`config.mk`:
```
export PLATFORM = sky130hd
export DESIGN_NAME = chan_select_writer
export DESIGN_NICKNAME = d
export VERILOG_FILES = /design/src/rtl/chan_select_writer.sv
export SDC_FILE = /design/constraint.sdc
export NUM_CORES = 2
export LEC_CHECK = 0
export BUFFER_PORTS_ARGS = -buffer_cell sky130_fd_sc_hd__buf_2
export CORE_MARGIN = 2
export CORE_UTILIZATION = 58
export DETAILED_ROUTE_END_ITERATION = 8
export PLACE_DENSITY = 0.74
export SYNTH_ARGS = -nofsm -noshare
export SYNTH_HDL_FRONTEND = slang
export SYNTH_SLANG_ARGS = --single-unit
export TNS_END_PERCENT = 20
```
`constraint.sdc`:
```
create_clock -name clk -period 2.9 [get_ports clk]
set_clock_uncertainty 0.05 [all_clocks]
set_input_delay 0.435 -clock clk [delete_from_list [all_inputs] [get_ports clk]]
set_output_delay 0.435 -clock clk [all_outputs]
set_load 0.03 [all_outputs]
```
`src/rtl/chan_select_writer.sv`:
```
// Channelizer down-select mask writer.
// Holds the per-bin enable mask and streams it on commit or FFT size change.
module chan_select_writer #(
  parameter int FFT_SIZE_WIDTH = 12,
  parameter int MAX_WORDS      = 64,
  parameter int ADDR_WIDTH     = 6
) (
  input  logic                      clk,
  input  logic                      aresetn,
  input  logic                      cfg_wr_en,
  input  logic [ADDR_WIDTH-1:0]     cfg_wr_addr,
  input  logic [31:0]               cfg_wr_data,
  output logic                      cfg_wr_err,
  input  logic                      commit,
  input  logic [FFT_SIZE_WIDTH-1:0] fft_size,
  output logic                      busy,
  output logic                      m_axis_select_tvalid,
  output logic [31:0]               m_axis_select_tdata,
  output logic                      m_axis_select_tlast,
  input  logic                      m_axis_select_tready
);

  localparam int NW_W = ADDR_WIDTH + 1;
  localparam logic [FFT_SIZE_WIDTH-1:0] SZ_MIN = FFT_SIZE_WIDTH'(8);
  localparam logic [FFT_SIZE_WIDTH-1:0] SZ_32  = FFT_SIZE_WIDTH'(32);
  localparam logic [FFT_SIZE_WIDTH-1:0] SZ_MAX = FFT_SIZE_WIDTH'(MAX_WORDS * 32);
  localparam logic [FFT_SIZE_WIDTH-1:0] SZ_RST = FFT_SIZE_WIDTH'(128);

  typedef enum logic [1:0] {IDLE, LOAD, SEND} state_t;

  state_t                    state_q, state_d;
  logic [31:0]               mask_q [MAX_WORDS];
  logic [ADDR_WIDTH-1:0]     idx_q, idx_d;
  logic [FFT_SIZE_WIDTH-1:0] size_q, size_d;
  logic [FFT_SIZE_WIDTH-1:0] size_l_q, size_l_d;
  logic [NW_W-1:0]           nw_q, nw_d;
  logic                      pend_q, pend_d;
  logic                      busy_q, busy_d;
  logic                      err_q, err_d;
  logic                      tvalid_q, tvalid_d;
  logic                      tlast_q, tlast_d;
  logic [31:0]               tdata_q, tdata_d;

  logic                      size_chg, req;
  logic [FFT_SIZE_WIDTH-1:0] new_size;
  logic [NW_W-1:0]           new_nw;
  logic [ADDR_WIDTH-1:0]     idx_nx;
  logic [31:0]               keep, cur_word, nxt_word;
  logic                      cur_last, nxt_last, hs;

  // Sizes other than a power of two in 8..1024 fall back to the full 2048.
  function automatic logic [FFT_SIZE_WIDTH-1:0] dec_size(
    input logic [FFT_SIZE_WIDTH-1:0] s
  );
    logic pow2;
    pow2 = (s & (s - FFT_SIZE_WIDTH'(1))) == '0;
    if (pow2 && s >= SZ_MIN && s < SZ_MAX) return s;
    return SZ_MAX;
  endfunction

  // Mask storage; writes are only accepted while not streaming.
  always_ff @(posedge clk or negedge aresetn) begin
    if (!aresetn) begin
      for (int i = 0; i < MAX_WORDS; i++) mask_q[i] <= '0;
    end else if (cfg_wr_en && !busy_q) begin
      mask_q[cfg_wr_addr] <= cfg_wr_data;
    end
  end

  // Request detection, word fetch and size decode.
  always_comb begin
    size_chg = (fft_size != '0) && (fft_size != size_l_q);
    req      = commit | size_chg;
    new_size = dec_size(fft_size);
    new_nw   = (new_size < SZ_32) ? NW_W'(1) : NW_W'(new_size >> 5);
    idx_nx   = idx_q + ADDR_WIDTH'(1);
    keep     = (size_q < SZ_32) ? ~(32'hFFFF_FFFF << size_q[4:0]) : '1;
    cur_word = mask_q[idx_q] & keep;
    nxt_word = mask_q[idx_nx] & keep;
    cur_last = {1'b0, idx_q} == (nw_q - NW_W'(1));
    nxt_last = {1'b0, idx_nx} == (nw_q - NW_W'(1));
    hs       = tvalid_q & m_axis_select_tready;
  end

  // Next-state logic for the stream FSM and its datapath.
  always_comb begin
    state_d  = state_q;
    idx_d    = idx_q;
    size_d   = size_q;
    nw_d     = nw_q;
    pend_d   = pend_q;
    busy_d   = busy_q;
    tvalid_d = tvalid_q;
    tlast_d  = tlast_q;
    tdata_d  = tdata_q;
    size_l_d = size_chg ? fft_size : size_l_q;
    err_d    = cfg_wr_en & busy_q;
    unique case (state_q)
      IDLE: begin
        if (req) begin
          size_d  = new_size;
          nw_d    = new_nw;
          idx_d   = '0;
          busy_d  = 1'b1;
          state_d = LOAD;
        end
      end
      LOAD: begin
        if (req) pend_d = 1'b1;
        tdata_d  = cur_word;
        tvalid_d = 1'b1;
        tlast_d  = cur_last;
        state_d  = SEND;
      end
      SEND: begin
        if (req) pend_d = 1'b1;
        if (hs && !tlast_q) begin
          idx_d   = idx_nx;
          tdata_d = nxt_word;
          tlast_d = nxt_last;
        end else if (hs) begin
          tvalid_d = 1'b0;
          tlast_d  = 1'b0;
          if (pend_q || req) begin
            pend_d  = 1'b0;
            size_d  = new_size;
            nw_d    = new_nw;
            idx_d   = '0;
            state_d = LOAD;
          end else begin
            busy_d  = 1'b0;
            state_d = IDLE;
          end
        end
      end
      default: state_d = IDLE;
    endcase
  end

  // State and output registers.
  always_ff @(posedge clk or negedge aresetn) begin
    if (!aresetn) begin
      state_q  <= IDLE;
      idx_q    <= '0;
      size_q   <= SZ_RST;
      size_l_q <= SZ_RST;
      nw_q     <= NW_W'(4);
      pend_q   <= 1'b0;
      busy_q   <= 1'b0;
      err_q    <= 1'b0;
      tvalid_q <= 1'b0;
      tlast_q  <= 1'b0;
      tdata_q  <= '0;
    end else begin
      state_q  <= state_d;
      idx_q    <= idx_d;
      size_q   <= size_d;
      size_l_q <= size_l_d;
      nw_q     <= nw_d;
      pend_q   <= pend_d;
      busy_q   <= busy_d;
      err_q    <= err_d;
      tvalid_q <= tvalid_d;
      tlast_q  <= tlast_d;
      tdata_q  <= tdata_d;
    end
  end

  assign cfg_wr_err           = err_q;
  assign busy                 = busy_q;
  assign m_axis_select_tvalid = tvalid_q;
  assign m_axis_select_tdata  = tdata_q;
  assign m_axis_select_tlast  = tlast_q;

endmodule

```
### Word level (Yosys, flattened, before mapping)

Index checks and enable logic that the tools add are counted.

* register bits after elaboration: 2124
* bits of input ports: 55
* output and inout port bits: 36
* logic and storage cells: 182

* add/sub/neg operators: 3
* magnitude comparators: 8
* equal/unequal tests: 13
* shifts and indexed selects: 1
* mux-type cells: 51
* bitwise operators: 10
* reduce and logical (&&, ||, !) cells: 21

Operator list (number)
* 2048-bit bitwise mux: 1
* 32-bit binary-select mux with 6-bit select: 2
* 32-bit two-way mux: 7
* 32-bit demux with 6-bit select: 1
* 12-bit two-way mux: 6
* 32-bit bitwise AND: 2
* 32-bit case mux with 2 select lines: 1
* 7-bit two-way mux: 5
* 32-bit NOT: 1
* 32-bit by 5-bit << shifter with 32-bit output (first input constant): 1
* 12-bit by 6-bit less-than comparator with 1-bit output (second input constant): 2
* 6-bit two-way mux: 4
* 12-bit case mux with 2 select lines: 1
* 7-bit >= comparator (second input constant): 3
* 6-bit NOT with 7-bit output: 3
* 6-bit by 7-bit equality test with 1-bit output: 2
* 7-bit case mux with 2 select lines: 1
* 1-bit two-way mux: 13
* 12-bit bitwise AND: 1
* 12-bit by 4-bit >= comparator with 1-bit output (second input constant): 1
* 12-bit logical NOT: 1
* 12-bit less-than comparator (second input constant): 1
* 12-bit inequality test: 1
* 2-bit inequality test (second input constant): 6
* other kinds (23): 40

### Depth between registers and ports, before layout

* depth in word-level cells: 13
* depth in mapped cells: 13
* mapped depth without buffers: 9

### Least setup slack after synthesis

OpenSTA, ideal clock, no wires.

* kind: register to register
* from: register idx_q[0]
* to: register tdata_q[15] (netlist: m_axis_select_tdata[15])
* setup time: 127 ps
* arrival: 2659 ps
* data required time: 2723 ps
* slack: 63 ps
* cell stages (with the launch flop): 10
* buffers on the path: 4
* period minus slack after synthesis: 2837 ps
* cells stage by stage: dfrtp_1 -> ha_1 -> buf_2 -> buf_2 -> buf_2 -> buf_1 -> mux4_2 -> mux4_2 -> a222oi_1 -> o21ai_1

* cells in the longest elaborated chain, start to end: 8
* elaborated cells on any way between the ends: 13
* classes of those cells: 1 x add/sub; 8 x mux; 4 x bitwise

Ends and longest elaborated chain
* start, declared: RTL line 33 `logic [ADDR_WIDTH-1:0] idx_q, idx_d;`
* start signal, assigned: RTL line 156 `idx_q <= idx_d;`
* 6-bit by 1-bit adder with 6-bit output: RTL line 76 `idx_nx = idx_q + ADDR_WIDTH'(1);`
* 6-bit NOT with 7-bit output (not written as such): RTL line 79 `nxt_word = mask_q[idx_nx] & keep;`
* 32-bit binary-select mux with 6-bit select: RTL line 79
* 32-bit two-way mux (not written as such) (2 in series): RTL line 79
* 32-bit bitwise AND: RTL line 79
* 32-bit two-way mux: RTL line 117 `if (hs && !tlast_q) begin`
* 32-bit case mux with 2 select lines (*): RTL line 98 `unique case (state_q)`
* end signal, assigned: RTL line 165 `tdata_q <= tdata_d;`
* end, declared: RTL line 42 `logic [31:0] tdata_q, tdata_d;`

Mark *: on every way between the ends. The rest lies on a longest branch, timed or not. The select of a mux whose other input is x is not followed.
A chain may end at the register's enable or synchronous reset.

### Final worst setup path

* from: register idx_q[0]
* to: register tdata_q[27] (netlist: m_axis_select_tdata[27])

The elaborated chain is that of the path after synthesis.

==> results.ini <==
[cts]
cts_max_level=4
clock_latency_ns=0.89
ctsLongestPathBuffers=3
clock-sinks=2123
cts_root_buf=clkbuf_16
cts_tree=done
numCtsBuffers=220
clk_pin_slew_ns=0.07

[global_route]
grt_max_degree=117
antenna_found_initial=31
grt_use_total=0.3994
grt.overflow.total=0
grt_pass1_wl_um=584500
grt_pass1_vias=82690

[floorplan]
start_util=0.5823
fp.dieH_um=448.5
dieArea_um2=201200
rows=163
core_area_um2=196800
die_w_um=448.5
io_pins=91

[finish]
area_growth_pct=15.75
utilization=0.6740
final_nets=8410
layout-drive-gt1-share=0.4984
fillers=13270
stdcell_area_um2=132700

[drt]
drtIter0Drc=11750
drt_pass1_iterations=7
dr_total_vias=82860
routedWlPerCell_um=36.87
wl_um=412900
drc_errors=0
vias_per_cell=7.399
ant_nets=0

[outcome]
violations=negative setup slack
outcome=complete, but fails checks

[critical_path]
max_stage_delay_ns=0.53
r2r_end=m_axis_select_tdata[27]
cp_cell_sequence=buf_4 > buf_16 > buf_8 > buf_16 > buf_16 > mux4_2 > mux4_2 > nor2_1 > nor3_1 > o21ai_1 > nand3_1
regToRegStartpoint=idx_q[0]
cp_max_fo=18
crit_required_ns=3.60
cp.arrival_ns=3.67
path_buf_inv=5
end_kind=register
r2r.worst_path.cells=11
crit_slowest_cell=mux4_2
crit_top_cell=buf_16
critPathTopFamily=multiplexers
r2r_slack_ns=-0.08
worstSetupStartpointType=register
cp.depth=11
path_class=register to register

[place]
pre_cts_ws_ns=-0.3632
place_congestion=0.9538
post_dp_cell_area_um2=123100
port_buffers=90
hpwl_um=257900

[logic_synthesis]
synth_area_um2=114600
async_reset_ff_frac=1.000
avgSynthCellArea_um2=14.08
yosysSeqAreaShare=0.4636
syn_nets=8203
synth_seq_cells=2123
synth.distinct_cells=87
ys.flop_type=dfrtp_1
yosysWarningCount=0
synth_edf_count=0
synthCells=8142

[power_and_ir_drop]
powerDensity_nw_per_um2=722.6
p_leak_nw=58.46
worst_ir_drop_vdd_v=0.0007582

[sta]
period_minus_slack_ns=2.976
hold_slack_ns=0.07827
fin_setup_tns_ns=-1.050
hold_violations=0
setup_viol_count_final=25
fin_ws_ns=-0.07587
final_max_slew_viol_count=0
fin_crit_sh=1.026
rsz0062_at_grt=true
timing.fmax_mhz=336.0
worst_slew_pin_slew_ns=1.245
relSlewSlack=0.1684

[run]
cap_violations=0

[worst_hold_path]
hold_class=primary input to asynchronous set/reset pin

-- state kept, by name, indices dropped and copies added, names as in the netlist --
name and cells:
busy 1, cfg_wr_err 1, idx_q 6, m_axis_select_tdata 32, m_axis_select_tlast 1, m_axis_select_tvalid 1, mask_q 2048, nw_q 6
pend_q 1, size_l_q 12, size_q 12, state_q 2
-- how the worst max path moves through the flow --
stage | slack [ns] | to | from
after detailed placement | -0.36 | m_axis_select_tdata[0] | idx_q[0]
after global placement | -0.30 | m_axis_select_tdata[0] | idx_q[0]
after global routing | -0.12 | m_axis_select_tdata[13] | idx_q[0]
final | -0.08 | m_axis_select_tdata[27] | idx_q[0]
after CTS | -0.03 | m_axis_select_tdata[17] | idx_q[0]
after floorplan | 0.06 | m_axis_select_tdata[15] | idx_q[0]
-- power breakdown --
part           internal (mW)  switching, mW
logic                   15.0           15.1
clock network           17.5           12.5
registers               33.0           2.77
-- layout make-up --
class | count | area [um^2] | share of cell area
inverters | 16 | 70.07 | 0.0005282
flip-flops and latches | 2123 | 53150 | 0.4007
repair buffers | 847 | 10530 | 0.07935
clock buffers | 319 | 6444 | 0.04858
diodes | 25 | 62.56 | 0.0004716
well taps | 2640 | 3303 | 0.02490
multi-input cells | 5141 | 57930 | 0.4367
clock inverters | 89 | 1169 | 0.008810
-- cell usage after synthesis, drive strengths merged, types with 21 or more instances --
cell | count | area share
o22ai | 110 | 0.0060
mux4 | 842 | 0.17
mux2 | 2057 | 0.20
o221ai | 197 | 0.015
nor4 | 22 | 0.0012
buf | 452 | 0.025
a22o | 21 | 0.0016
nand2 | 532 | 0.017
nor3 | 94 | 0.0041
a31oi | 22 | 0.0012
mux2i | 461 | 0.040
and3 | 42 | 0.0023
nor2 | 102 | 0.0033
dfrtp | 2120 | 0.46
a311oi | 55 | 0.0042
nand3 | 138 | 0.0061
clkbuf | 410 | 0.013
o21ai | 54 | 0.0024
a21oi | 159 | 0.0070
-- stage by stage --
stage | instances | total power, mW
finish | 11200 | 95.86
global route | 11180 | 98.54
CTS | 11110 | 93.17
detailed placement | 10680 | 63.32
global placement | 10680 | 62.48
floorplan | 8142 | 54.37
-- logic make-up (layout without fill, tap and decap cells) --
kind of cell               after synthesis  count (layout)  share of synthesized area
AOI/OAI and AO/OA                      733             733                    0.04614
xor gates and xnor gates                34              34                   0.002861
adders and majority gates                7               7                  0.0007424
buffers and inverters                  878            1271                    0.03941
DFF                                   2123            2123                     0.4636
muxes                                 3360            3360                     0.4079
other                                    0              25                          0
and+or+nand+nor                       1007            1007                    0.03937
-- what timing repair did --
| action | in CTS | in global routing |
|---|---|---|
| pin swaps | 0 | 31 |
| hold buffers | 16 | 0 |
| hold endpoints to repair | 578 | 0 |
| gates resized for setup | 13 | 127 |
| setup buffers | 0 | 42 |
| endpoints found under the setup margin | 9 | 32 |
| cloned | 1 | 24 |
-- placed cells by master (no fill, tap or decap), drive strengths merged, types with 138 or more instances in the layout --
master	count
a21oi	159
buf	806
clkbuf	343
dfrtp	2120
mux2	2057
mux2i	461
mux4	842
nand2	532
nand3	138
o221ai	197
-- per-layer routing --
layer | track usage | wire, um | up-vias
li1 | - | - | 31760
met1 | 0.5144 | 144200 | 43290
met2 | 0.5715 | 177200 | 6030
met3 | 0.1455 | 58300 | 1758
met4 | 0.2584 | 32950 | 26
met5 | 0.004261 | 296 | -
No activity file was read; power rests on OpenSTA's default activity.
